**src/rtl/rapid_pkg.sv**
```systemverilog
// Shared types for the load/store unit: memory control bundle, FSM states,
// access size encodings and fault causes, plus opcode decode helpers.
package rapid_pkg;

    localparam int XLEN = 32;

    // Memory-stage control bundle handed over by execute.
    typedef struct packed {
        logic       mem;         // this instruction accesses memory
        logic       iop;         // 1 = store, 0 = load
        logic [2:0] fcs_opcode;  // access size / sign
        logic [4:0] rd;          // load destination register
    } control_mem_s;

    typedef enum logic [1:0] {
        LSU_IDLE = 2'd0,
        LSU_REQ  = 2'd1,
        LSU_DONE = 2'd2
    } lsu_state_e;

    localparam logic [2:0] LSU_B  = 3'b000;
    localparam logic [2:0] LSU_H  = 3'b001;
    localparam logic [2:0] LSU_W  = 3'b010;
    localparam logic [2:0] LSU_BU = 3'b100;
    localparam logic [2:0] LSU_HU = 3'b101;

    typedef enum logic [1:0] {
        FLT_NONE     = 2'b00,
        FLT_MISALIGN = 2'b01,
        FLT_ILLEGAL  = 2'b10,
        FLT_TIMEOUT  = 2'b11
    } lsu_fault_e;

    // Unsigned sizes only make sense for loads.
    function automatic logic lsu_legal(input logic [2:0] op, input logic iop);
        logic ok;
        ok = (op == LSU_B) || (op == LSU_H) || (op == LSU_W) ||
             (!iop && ((op == LSU_BU) || (op == LSU_HU)));
        return ok;
    endfunction

    // Halfwords need an even address, words a 4-byte aligned one.
    function automatic logic lsu_misaligned(input logic [2:0] op, input logic [1:0] off);
        logic bad;
        bad = ((op[1:0] == 2'b01) && off[0]) ||
              ((op == LSU_W) && (off != 2'b00));
        return bad;
    endfunction

endpackage

```
**src/rtl/lsu_lane_align.sv**
```systemverilog
// Byte-lane steering for stores and lane extraction / extension for loads.
module lsu_lane_align
    import rapid_pkg::*;
(
    input  logic [2:0]      i_op,
    input  logic            i_iop,
    input  logic [1:0]      i_off,
    input  logic [XLEN-1:0] i_wdata,
    input  logic [XLEN-1:0] i_rdata,
    output logic [3:0]      o_be,
    output logic [XLEN-1:0] o_wdata,
    output logic [XLEN-1:0] o_rdata
);

    logic [XLEN-1:0] w_shift;

    // Bring the addressed byte/half down to bit 0 before extending.
    assign w_shift = i_rdata >> {i_off, 3'b000};

    // Store replication and byte enables; loads always read the full word.
    always_comb begin
        o_be    = 4'b1111;
        o_wdata = i_wdata;
        if (i_iop) begin
            case (i_op[1:0])
                2'b00: begin
                    o_be    = 4'b0001 << i_off;
                    o_wdata = {4{i_wdata[7:0]}};
                end
                2'b01: begin
                    o_be    = 4'b0011 << i_off;
                    o_wdata = {2{i_wdata[15:0]}};
                end
                default: begin
                    o_be    = 4'b1111;
                    o_wdata = i_wdata;
                end
            endcase
        end
    end

    // Load sign/zero extension by access size.
    always_comb begin
        case (i_op)
            LSU_B:   o_rdata = {{24{w_shift[7]}}, w_shift[7:0]};
            LSU_H:   o_rdata = {{16{w_shift[15]}}, w_shift[15:0]};
            LSU_BU:  o_rdata = {24'd0, w_shift[7:0]};
            LSU_HU:  o_rdata = {16'd0, w_shift[15:0]};
            default: o_rdata = w_shift;
        endcase
    end

endmodule

```
**src/rtl/lsu_ctrl.sv**
```systemverilog
// Load/store unit controller: accepts one memory access at a time from
// execute, runs it on a simple req/ack bus with a timeout, and returns load
// data for writeback. Bad opcodes and misaligned addresses fault at accept.
module lsu_ctrl
    import rapid_pkg::*;
#(
    parameter int TIMEOUT_CYCLES = 16
) (
    input  logic            i_clk,
    input  logic            i_rst,
    input  logic            i_valid,
    input  control_mem_s    i_control_signal,
    input  logic [XLEN-1:0] i_addr,
    input  logic [XLEN-1:0] i_wdata,
    output logic            o_bus_req,
    output logic            o_bus_we,
    output logic [XLEN-1:0] o_bus_addr,
    output logic [XLEN-1:0] o_bus_wdata,
    output logic [3:0]      o_bus_be,
    input  logic            i_bus_ack,
    input  logic [XLEN-1:0] i_bus_rdata,
    output logic            o_stall,
    output logic            o_wb_valid,
    output logic [4:0]      o_wb_rd,
    output logic [XLEN-1:0] o_wb_data,
    output logic            o_fault,
    output logic [1:0]      o_fault_cause
);

    localparam logic [7:0] CNT_LAST = 8'(TIMEOUT_CYCLES - 1);

    lsu_state_e      r_state;
    logic [7:0]      r_cnt;
    logic [XLEN-1:0] r_addr;
    logic [XLEN-1:0] r_wdata;
    logic [2:0]      r_op;
    logic [4:0]      r_rd;
    logic            r_iop;
    logic [XLEN-1:0] r_rdata;

    logic            w_idle, w_req, w_done;
    logic            w_take, w_illegal, w_misal, w_accept, w_expire;
    logic [3:0]      w_be;
    logic [XLEN-1:0] w_wdata_lane, w_rdata_ext;

    assign w_idle = (r_state == LSU_IDLE);
    assign w_req  = (r_state == LSU_REQ);
    assign w_done = (r_state == LSU_DONE);

    // Reset gates the accept path so every output is low while it is held.
    assign w_take    = w_idle && !i_rst && i_valid && i_control_signal.mem;
    assign w_illegal = w_take && !lsu_legal(i_control_signal.fcs_opcode, i_control_signal.iop);
    assign w_misal   = w_take && !w_illegal &&
                       lsu_misaligned(i_control_signal.fcs_opcode, i_addr[1:0]);
    assign w_accept  = w_take && !w_illegal && !w_misal;
    // Expiry is the last allowed REQ cycle with no ack; an ack there wins.
    assign w_expire  = w_req && !i_bus_ack && (r_cnt == CNT_LAST);

    lsu_lane_align u_align (
        .i_op    (r_op),
        .i_iop   (r_iop),
        .i_off   (r_addr[1:0]),
        .i_wdata (r_wdata),
        .i_rdata (i_bus_rdata),
        .o_be    (w_be),
        .o_wdata (w_wdata_lane),
        .o_rdata (w_rdata_ext)
    );

    // Access FSM with timeout counter and latched request fields.
    always_ff @(posedge i_clk or posedge i_rst) begin
        if (i_rst) begin
            r_state <= LSU_IDLE;
            r_cnt   <= 8'd0;
            r_addr  <= '0;
            r_wdata <= '0;
            r_op    <= 3'd0;
            r_rd    <= 5'd0;
            r_iop   <= 1'b0;
            r_rdata <= '0;
        end else begin
            case (r_state)
                LSU_IDLE: begin
                    if (w_accept) begin
                        r_addr  <= i_addr;
                        r_wdata <= i_wdata;
                        r_op    <= i_control_signal.fcs_opcode;
                        r_rd    <= i_control_signal.rd;
                        r_iop   <= i_control_signal.iop;
                        r_cnt   <= 8'd0;
                        r_state <= LSU_REQ;
                    end
                end
                LSU_REQ: begin
                    if (i_bus_ack) begin
                        r_rdata <= w_rdata_ext;
                        r_state <= LSU_DONE;
                    end else if (w_expire) begin
                        r_state <= LSU_IDLE;
                    end else begin
                        r_cnt <= r_cnt + 8'd1;
                    end
                end
                default: r_state <= LSU_IDLE;
            endcase
        end
    end

    // Bus signals come straight from latched fields, so they stay stable in REQ.
    always_comb begin
        o_bus_req   = w_req;
        o_bus_we    = w_req && r_iop;
        o_bus_addr  = w_req ? {r_addr[XLEN-1:2], 2'b00} : '0;
        o_bus_wdata = (w_req && r_iop) ? w_wdata_lane : '0;
        o_bus_be    = w_req ? w_be : 4'b0000;
    end

    // Stall, writeback and fault reporting.
    always_comb begin
        o_stall    = w_req || w_accept;
        o_wb_valid = w_done && !r_iop && (r_rd != 5'd0);
        o_wb_rd    = o_wb_valid ? r_rd : 5'd0;
        o_wb_data  = o_wb_valid ? r_rdata : '0;
        o_fault    = w_illegal || w_misal || w_expire;
        if (w_illegal)     o_fault_cause = FLT_ILLEGAL;
        else if (w_misal)  o_fault_cause = FLT_MISALIGN;
        else if (w_expire) o_fault_cause = FLT_TIMEOUT;
        else               o_fault_cause = FLT_NONE;
    end

endmodule
```
**config.mk**
```make
export PLATFORM = sky130hd
export DESIGN_NAME = lsu_ctrl
export DESIGN_NICKNAME = d
export VERILOG_FILES = /design/src/rtl/rapid_pkg.sv /design/src/rtl/lsu_lane_align.sv /design/src/rtl/lsu_ctrl.sv
export SDC_FILE = /design/constraint.sdc
export NUM_CORES = 1
export LEC_CHECK = 0
export ABC_AREA = 1
export CAP_MARGIN = 20
export CORE_ASPECT_RATIO = 1.1
export CORE_UTILIZATION = 38
export CTS_CLUSTER_SIZE = 12
export DETAILED_ROUTE_END_ITERATION = 16
export DONT_BUFFER_PORTS = 1
export HOLD_SLACK_MARGIN = 0.1
export PLACE_DENSITY = 0.49
export SLEW_MARGIN = 25
export SYNTH_ARGS = -nofsm -noshare
export SYNTH_HDL_FRONTEND = slang
export SYNTH_HIERARCHICAL = 1
export SYNTH_SLANG_ARGS = --single-unit
```
**constraint.sdc**
```tcl
create_clock -name i_clk -period 6.9 [get_ports i_clk]
set_input_delay 1.035 -clock i_clk [delete_from_list [all_inputs] [get_ports i_clk]]
set_output_delay 1.035 -clock i_clk [all_outputs]
set_load 0.01 [all_outputs]
```
==> results of run 1 <==
## worst max-delay path: cells and delay by family
kind          cells  cell delay (ns)
simple gates      4             0.70
buf+inv           2             1.13
## sequential cells by signal, indices dropped and copies added, names as in the netlist
register and cells:
r_iop 1, r_rdata 32, r_state 2, r_wdata 32, r_addr 32, r_op 3, r_rd 5, r_cnt 8
## cell families (layout without fill, tap and decap cells)
kind of cell,count (synthesis),count (layout),share of synthesized area (%)
AO/OA/AOI/OAI,78,78,6.026
buffers and inverters,209,180,13.40
flip-flops,115,115,42.91
adder cells (fa/ha/maj),1,1,0.1865
AND/OR/NAND/NOR,607,607,37.30
XOR/XNOR,1,1,0.1306
other,1,2,0.05592
## cell usage after synthesis, types with 2 or more instances
cell	number
nand3_2	5
buf_6	5
nand2_2	3
inv_1	138
nand3_1	123
clkbuf_1	23
o211ai_1	4
o21ai_0	57
nor3_1	2
nor2_1	124
buf_1	5
nand2_1	341
o21ai_1	2
nor2_2	2
inv_2	2
buf_4	11
dfrtp_1	115
nand4_1	3
buf_2	23
a21oi_1	14
## stage by stage
stage	instance area [µm²]	total power (W)	hold WS [ns]
after global placement	6709	0.001625	0.4565
after floorplan	6710	0.001487	0.4419
final	7301	0.002488	0.4683
after CTS	7298	0.002521	0.4728
after detailed placement	6709	0.001629	0.4582
after global routing	7301	0.002676	0.4954
## layout make-up
| cell class | count | area share (%) |
|---|---|---|
| Timing Repair Buffer | 8 | 0.8226 |
| Sequential cell | 115 | 39.42 |
| Multi-Input combinational cell | 689 | 40.33 |
| Inverter | 141 | 7.352 |
| Clock buffer | 23 | 6.684 |
| Tap cell | 234 | 4.010 |
| Clock inverter | 8 | 1.388 |
## power by group
part	switching (W)	internal (W)	total [W]
logic	0.000434	0.000194	0.000627
registers	0.000113	0.000871	0.000984
clock network	0.000310	0.000567	0.000876
total	0.000857	0.00163	0.00249
## cell usage in the layout (no fill, tap or decap), types with 2 or more instances in the layout
cell and count:
o21ai_1 2, clkbuf_16 17, nand2_1 340, nor3_1 2, inv_2 2, clkinv_2 2
bufinv_16 2, buf_4 8, dfrtp_1 115, conb_1 2, clkbuf_1 2, inv_1 137
nand3_2 5, o211ai_1 4, nand3_1 123, nor2_1 123, nand2_2 4, o21ai_0 57
nor2_4 2, a21oi_1 14, nor2_2 2, clkbuf_8 4, nand4_1 3, clkinvlp_4 3
## how the worst max path moves through the flow
stage	from	slack (ns)	to
after floorplan	i_rst	1.21	o_stall
after global placement	i_rst	2.87	o_fault
after detailed placement	i_rst	2.88	o_fault
after CTS	i_rst	2.88	o_fault
after global routing	i_rst	2.70	o_fault
final	i_rst	2.95	o_fault
## layer usage
layer | vias up | part of all wire, % | global-route usage, %
li1 | 2996 | - | -
met1 | 2698 | 46 | 28.37
met2 | 174 | 45 | 32.72
met3 | 21 | 7.5 | 6.335
met4 | 0 | 1.5 | 7.368
met5 | - | 0 | 0
==> reports/metrics.yaml, run 1 <==
worst_setup_path:
  crit_path_max_incr_delay_ns: 0.60
  endpoint_kind: "output port"
  arrival_ns: 2.92
  reg2reg_depth: 6
  cp-start-kind: "input port"
  path_class: "in2out"
  reg2reg_to: "r_rdata[28]"
  path_common_cell: "nand3_1"
  crit_required_ns: 5.86
  crit_path_cell_trace: "inv_4, nand3_1, nor2_4, buf_4, nand2b_1, nand3_1"
  r2r_slack_ns: 4.60
  rr_startpoint: "r_addr[1]"
  worstPathMaxFanout: 71
  crit_path_top_delay_cell: "buf_4"
synth:
  ys_warn_count: 6
  synth.yosys.seq_area_share_pct: 42.91
  synth.avg_cell_area_um2: 6.627
  synth_top_area_share_pct: 42.91
  ys_ff_latch: 115
  syn_area_um2: 6706
  synth_edf_count: 0
  yosysTopAreaCell: "dfrtp_1"
  ys_top_cells_by_area: "dfrtp_1 43%, nand2_1 19%, nand3_1 9.2%"
  ys_types: 30
  synth_top_flop_cell: "dfrtp_1"
  async_flop_share_pct: 100.0
  synthCells: 1012
die:
  ios: 222
  die-area_um2: 18180
  core_um2: 17140
  die_h_um: 141.3
  row_count: 50
  start_util_pct: 39.12
  die_w_um: 128.7
cts:
  clock_path_buffers: 2
  cts_setup_buffers: 0
  hold_buffers: 0
  root_buffer: "clkbuf_16"
  cts.clk_slew.worst_paths_ns: 0.05
  cts_buffers: 17
  htreeDepth: 4
  cts_resized: 0
  cts_tree: "yes"
  clock-sinks: 115
  clk_latency_ns: 0.41
place:
  gp_congestion: 0.7877
  dp_cells: 1187
  place_ws_ns: 2.879
  port_buffers: 0
  dp_hpwl_mm: 12.85
timing:
  rsz0062_at_grt: "false"
  slew_headroom_pct: 39.50
  finalSetupViolations: 0
  max_clock_freq_ghz: 0.2530
  finalSetupTns_ns: 0
  tightest_slew_ns: 0.9075
  postLayoutSetupSlackWorst_ns: 2.947
  maxSlewViolCount: 0
  skew_ns: 0.01012
  hold_viol_final: 0
  post-route-min-period_ns: 3.953
  fin_crit_sh_pct: 57.29
drt:
  drt_iter0_drc: 287
  post_drt_wl_per_cell_um: 15.51
  dr.pass1.iters: 5
  routed_wl_mm: 18.89
  drc: 0
  postRouteAntennaNets: 0
  vias_per_cell: 4.835
  num_vias: 5889
worst_hold_path:
  holdPathEnd: "r_wdata[18]"
  hp-class: "reg2reg"
  worstHoldStart: "r_wdata[18]"
  hold_depth: 2
layout:
  nets: 1083
  syn2layout_area_growth_pct: 8.862
  antenna_cells: 0
  layoutNonFillerInstCount: 1218
  seq_area_um2: 2878
  nFillCells: 1905
  drive_gt1_share_pct: 5.691
  utilization_pct: 42.59
  multiInputGateArea_um2: 2944
outcome:
  status: "completed"
global_route:
  overflow: 0
  grt_antenna_before_repair: 0
  grt_pass1_vias: 5598
  grt_pass1_wl_mm: 29.69
  grt_max_degree: 87
  grtUsageTotal_pct: 21.28
pwr:
  max-vdd-ir-drop_mv: 0.1649
  static-leakage-power_nw: 3.919
  power_density_nw_per_um2: 340.7
job:
  cap_violations: 0
Note: power is estimated with default switching activity, not from simulation.
==> inputs of run 2 (changes only) <==
- PLACE_DENSITY: 0.49 -> 0.51
- clock period: 6.9 -> 3.43 ns (I/O delays scaled with it)
==> reports/metrics.yaml, run 2 (synthesized netlist as in run 1, its figures left out) <==
timing:
  fin_crit_sh_pct: 79.39
  postLayoutSetupSlackWorst_ns: 0.7071  # -2.240 ns
  slew_headroom_pct: 54.21  # +15 points
  skew_ns: 0.008111  # -0.002014 ns
  tightest_slew_ns: 0.6868  # -0.2207 ns
  holdWs_ns: 0.1967  # -0.2715 ns
  maxSlewViolCount: 0  # unchanged
  max_clock_freq_ghz: 0.3673
  post-route-min-period_ns: 2.723
  finalSetupViolations: 0  # unchanged
  rsz0062_at_grt: "false"
  hold_viol_final: 0  # unchanged
  finalSetupTns_ns: 0  # unchanged
die:
  core_um2: 17140  # unchanged
  ios: 222  # unchanged
  die_h_um: 141.3  # unchanged
  die-area_um2: 18180  # unchanged
  row_count: 50  # unchanged
  start_util_pct: 39.12  # unchanged
  die_w_um: 128.7  # unchanged
global_route:
  grt_max_degree: 72  # -17%
  grt_pass1_vias: 5582  # -0.29%
  overflow: 0  # unchanged
  grt_pass1_wl_mm: 30.17  # +1.6%
  grt_antenna_before_repair: 0  # unchanged
  grtUsageTotal_pct: 21.98  # +0.70 points
pwr:
  switchingPower_w: 0.001689  # +97%
  power_density_nw_per_um2: 687.5  # +100%
  pwr-share-comb_pct: 24.9  # -0.3 points
  static-leakage-power_nw: 3.951  # +0.83%
  sw_frac_of_total_pct: 33.42  # -1.0 points
  report.power.total_w: 0.005054  # +100%
  cellInternalPower_w: 0.003365  # +110%
  clock_power_share_pct: 35.9  # +0.7 points
  seq_power_share_pct: 39.2  # -0.3 points
  max-vdd-ir-drop_mv: 0.3510  # +110%
cts:
  root_buffer: "clkbuf_16"
  cts_resized: 0  # unchanged
  cts_buffers: 17  # unchanged
  clk_latency_ns: 0.41  # about the same
  clock-sinks: 115  # unchanged
  cts_setup_buffers: 0  # unchanged
  cts_tree: "yes"
  htreeDepth: 4  # unchanged
  hold_buffers: 0  # unchanged
  clock_path_buffers: 2  # unchanged
  cts.clk_slew.worst_paths_ns: 0.05  # about the same
drt:
  routed_wl_mm: 19.77  # +4.7%
  num_vias: 5991  # +1.7%
  drt_iter0_drc: 381  # +33%
  post_drt_wl_per_cell_um: 16.22  # +4.6%
  postRouteAntennaNets: 0  # unchanged
  vias_per_cell: 4.915  # +1.6%
  drc: 0  # unchanged
  dr.pass1.iters: 5  # unchanged
worst_setup_path:
  rr_startpoint: "r_addr[1]"
  crit_path_max_incr_delay_ns: 0.58  # -0.02 ns
  worstPathMaxFanout: 20  # -72%
  crit_required_ns: 2.92  # -2.94 ns
  path_class: "reg2out"
  cp-start-kind: "flop"
  endpoint_kind: "output port"
  crit_path_top_delay_cell: "dfrtp_1"
  crit_path_start: "r_iop"
  crit_path_cell_trace: "nand2_2, inv_1, nand2_1, nand2_1, inv_1, nor2_1"
  crit_family: "simple AND/OR/NAND/NOR gates"
  arrival_ns: 2.21  # -0.71 ns
  cp_num_buf_inv: 2  # unchanged
place:
  place_ws_ns: 1.140  # -1.738 ns
  gp_congestion: 0.8637  # +9.6%
  dp_hpwl_mm: 13.99  # +8.9%
  placed_area_um2: 6748  # +0.58%
  port_buffers: 0  # unchanged
layout:
  top_regs: "r_addr x32, r_rdata x32, r_wdata x32"
  drive_gt1_share_pct: 5.990  # +0.30 points
  final_common_cell: "nand2_1"
  antenna_cells: 0  # unchanged
  most-common-layout-cells: "339 x nand2_1, 137 x inv_1, 123 x nor2_1, 123 x nand3_1, 115 x dfrtp_1"
  nets: 1087  # +0.37%
  stdcell_area_um2: 7352  # +0.70%
  syn2layout_area_growth_pct: 9.627
worst_hold_path:
  hp-class: "in2async"
outcome:
  status: "completed"
job:
  cap_violations: 0  # unchanged
run 2: path summary, 6_finish.rpt:
kind	end	slack (ns)	cells after the start
min	r_cnt[5]	0.20	2
max reg2reg	r_rdata[8]	1.24	6
min reg2reg	r_wdata[9]	0.47	2
max in group asynchronous	r_rdata[17]	2.15	3
max	o_bus_wdata[20]	0.71	6
min in group i_clk	r_addr[13]	0.24	2
run 2: routing by layer:
metal / share of wire [%] / track usage, % / up-vias / wire length, µm
li1: - / - / 3000 / -
met1: 43 / 27.00 / 2767 / 8415
met2: 48 / 35.99 / 200 / 9440
met3: 7.8 / 6.674 / 24 / 1552
met4: 1.8 / 8.607 / 0 / 362
met5: 0 / 0 / - / 0
run 2: metrics by stage:
stage,utilization (%),std cells
4_1_cts,42.85,1219
2_1_floorplan,-,1013
3_5_place_dp,39.37,1191
3_3_place_gp,39.37,1191
6_report,42.89,1219
5_1_grt,42.89,1219
run 2: cell type report:
class	instances	area, µm²
fillers	1875	9789
multi-input cells	689	2952
flip-flops and latches	115	2878
inverters	141	538.0
clock buffers	23	498.0
well taps	234	292.8
clock inverters	5	100.1
repair buffers	12	93.84
run 2: worst reg2reg max path, stage by stage, from the launching register on:
cell and delay [ns]:
dfrtp_1 0.71, inv_2 0.31, nand3_1 0.20, nand3_2 0.47
nand2_1 0.26, nand2_1 0.07, o21ai_0 0.09
run 2: power by group through the flow:
stage | Clock, W | Sequential (W) | Combinational, W
finish | 0.00181 | 0.00198 | 0.00126
global route | 0.00192 | 0.00203 | 0.00146
CTS | 0.00186 | 0.00198 | 0.00128
detailed placement | 0 | 0.00200 | 0.00127
global placement | 0 | 0.00200 | 0.00126
floorplan | 0 | 0.00192 | 0.00108
==> inputs of run 3 (changes only) <==
- ABC_AREA: 1 -> 0
- PLACE_DENSITY: 0.51 -> 0.49
- clock period: 3.43 -> 2.7 ns (I/O delays scaled with it)
==> reports/metrics.yaml, run 3 <==
global_route:
  grt_antenna_before_repair: 0  # unchanged
  grt_pass1_vias: 4605  # -18%
  grt_max_degree: 116  # +61%
  grt_pass1_wl_mm: 25.86  # -14%
  overflow: 0  # unchanged
  grtUsageTotal_pct: 18.57  # -3.4 points
layout:
  layoutNonFillerInstCount: 859  # -30%
  syn2layout_area_growth_pct: 10.82
  top_regs: "r_addr x32, r_rdata x32, r_wdata x32"
  final_common_cell: "dfrtp_1"
  most-common-layout-cells: "115 x dfrtp_1, 73 x and2_1, 72 x mux2_4"
  nets: 719  # -34%
  antenna_cells: 0  # unchanged
  drive_gt1_share_pct: 29.79  # +24 points
timing:
  rsz0062_at_grt: "false"
  maxSlewViolCount: 0  # unchanged
  finalSetupTns_ns: 0  # unchanged
  slew_headroom_pct: 53.42  # -0.80 points
  post-route-min-period_ns: 2.549
  max_clock_freq_ghz: 0.3923
  finalSetupViolations: 0  # unchanged
  fin_crit_sh_pct: 94.42
  tightest_slew_ns: 0.6988  # +0.01198 ns
  hold_viol_final: 0  # unchanged
  skew_ns: 0.007227  # -0.0008840 ns
synth:
  synth_edf_count: 0  # unchanged
  yosys.area_share.simple_pct: 19.86  # -17 points
  ys_warn_count: 6  # unchanged
  synth_most_common_cell: "dfrtp_1"
  ys_top_cells_by_area: "dfrtp_1 42%, mux2_4 16%, mux2_2 8.3%"
  synth-xor-area-share_pct: 0.2542  # +0.12 points
  ys_ff_latch: 115  # unchanged
  synth_top_flop_cell: "dfrtp_1"
  synth.yosys.seq_area_share_pct: 41.76  # -1.2 points
  async_flop_share_pct: 100.0  # unchanged
  synth_adder_area_share_pct: 0.1816  # -0.0050 points
  synth_top_family_by_area: "multiplexers"
  synth_mux_area_share_pct: 26.92  # +27 points
  synth.avg_cell_area_um2: 11.01  # +66%
  synth_compound_area_share_pct: 5.084  # -0.94 points
  synthCells: 626  # -38%
  ys_types: 46  # +53%
  syn_area_um2: 6892  # +2.8%
  synth_top_area_share_pct: 41.76  # -1.2 points
  yosysTopAreaCell: "dfrtp_1"
  yosys-top-cells-count: "115 x dfrtp_1, 73 x and2_1, 72 x mux2_4"
worst_setup_path:
  crit_path_max_incr_delay_ns: 0.46  # -0.12 ns
  worstPathMaxFanout: 37  # +85%
  r2r_slack_ns: 0.72  # -0.52 ns
  reg2reg_to: "r_rdata[28]"
  rr_startpoint: "r_addr[0]"
  crit_required_ns: 2.30  # -0.62 ns
  crit_path_cell_trace: "buf_4, and2_1, mux2_2, and3_1"
  crit_family: "simple AND/OR/NAND/NOR gates"
  crit_path_start: "r_iop"
  cp_num_buf_inv: 1  # -1
  path_class: "reg2out"
  cp-start-kind: "flop"
  endpoint_kind: "output port"
  endpoint: "o_bus_wdata[8]"
  reg2reg_depth: 4  # -2
  critical_path_depth: 4  # -2
  crit_path_top_delay_cell: "and2_1"
  arrival_ns: 2.14  # -0.07 ns
cts:
  root_buffer: "clkbuf_16"
  cts_buffers: 17  # unchanged
  htreeDepth: 4  # unchanged
  clk_latency_ns: 0.41  # about the same
  cts_tree: "yes"
  clock-sinks: 115  # unchanged
  cts.clk_slew.worst_paths_ns: 0.06  # about the same
  clock_path_buffers: 2  # unchanged
  cts_setup_buffers: 0  # unchanged
job:
  cap_violations: 0  # unchanged
drt:
  num_vias: 4617  # -23%
  drt_iter0_drc: 202  # -47%
  routed_wl_mm: 17.31  # -12%
  drc: 0  # unchanged
  postRouteAntennaNets: 0  # unchanged
  post_drt_wl_per_cell_um: 20.15  # +24%
  vias_per_cell: 5.375  # +9.4%
  dr.pass1.iters: 4  # -1
outcome:
  status: "completed"
pwr:
  static-leakage-power_nw: 3.753  # -5.0%
  power_density_nw_per_um2: 893.5  # +30%
  max-vdd-ir-drop_mv: 0.4071  # +16%
die:
  core_um2: 17740  # +3.5%
  die_h_um: 143.2  # +1.4%
  die-area_um2: 18680  # +2.7%
  row_count: 51  # +2.0%
  die_w_um: 130.4  # +1.3%
  start_util_pct: 38.85  # -0.28 points
  ios: 222  # unchanged
place:
  dp_hpwl_mm: 11.95  # -15%
  gp_congestion: 0.8063  # -6.6%
  port_buffers: 0  # unchanged
  dp_cells: 826  # -31%
worst_hold_path:
  hp-class: "in2reg"
-- run 3: cell count changes after synthesis, sizes merged, moves of 11 or more --
cell,before,now
o21ai,60,17
nand4,3,16
buf,44,30
and2,1,73
mux2,0,123
mux2i,0,20
nor2,127,10
and3,0,37
nand3,128,14
nor2b,0,13
inv,141,3
a21oi,14,25
nand2,344,60
-- run 3: kinds of logic (layout without fill, tap and decap cells) --
family / count (synthesis) / in the layout
buffers and inverters: 59 / 53
AOI/OAI and AO/OA: 59 / 59
muxes: 143 / 143
xor gates and xnor gates: 2 / 2
DFF: 115 / 115
and+or+nand+nor: 246 / 246
other: 1 / 2
adders and majority gates: 1 / 1
-- run 3: how the worst min path moves through the flow --
stage	startpoint	endpoint	slack, ns	cells after the start
after global routing	i_addr[15]	r_addr[15]	0.11	1
after floorplan	r_addr[20]	r_addr[20]	0.47	1
after CTS	i_wdata[22]	r_wdata[22]	0.12	1
final	i_addr[17]	r_addr[17]	0.14	1
after detailed placement	r_addr[22]	r_addr[22]	0.48	1
after global placement	r_rdata[18]	r_rdata[18]	0.48	1
-- run 3: layer usage --
| layer | track usage (%) | vias up | share of wire, % |
|---|---|---|---|
| met5 | 0 | - | 0 |
| met4 | 6.897 | 0 | 1.5 |
| met3 | 6.032 | 16 | 7.0 |
| met2 | 30.94 | 151 | 51 |
| met1 | 22.18 | 2307 | 41 |
| li1 | - | 2143 | - |
-- run 3: through the flow --
stage	worst slack [ns]	total power (W)	util, %	hold WS, ns	cell area [µm²]
after global placement	0.4180	0.004330	39.33	0.4828	6977
after global routing	0.001497	0.007218	43.05	0.1143	7637
final	0.1507	0.006824	43.05	0.1405	7637
after CTS	0.07423	0.006912	43.05	0.1160	7637
after detailed placement	0.3884	0.004372	39.33	0.4846	6977
after floorplan	-0.4313	0.003992	-	0.4705	6899
-- run 3: what timing repair did --
action / 4_1_cts / 5_1_grt
endpoints found under the hold margin: 10 / 0
hold buffers: 1 / 0
gates resized for setup: 1 / 0
setup endpoints to repair: 32 / 0
-- run 3: area by class of cell --
type	instances	area, µm²
Fill cell	1728	10100
Clock inverter	13	206.4
Multi-Input combinational cell	453	3622
Sequential cell	115	2878
Tap cell	238	297.8
Timing Repair Buffer	18	175.2
Inverter	3	15.01
Clock buffer	19	442.9
-- run 3: where the power goes --
group | internal (W) | switching (W) | leakage, nW
clock network | 0.00166 | 0.000816 | 0.313
logic | 0.000963 | 0.000760 | 2.02
registers | 0.00226 | 0.000362 | 1.42
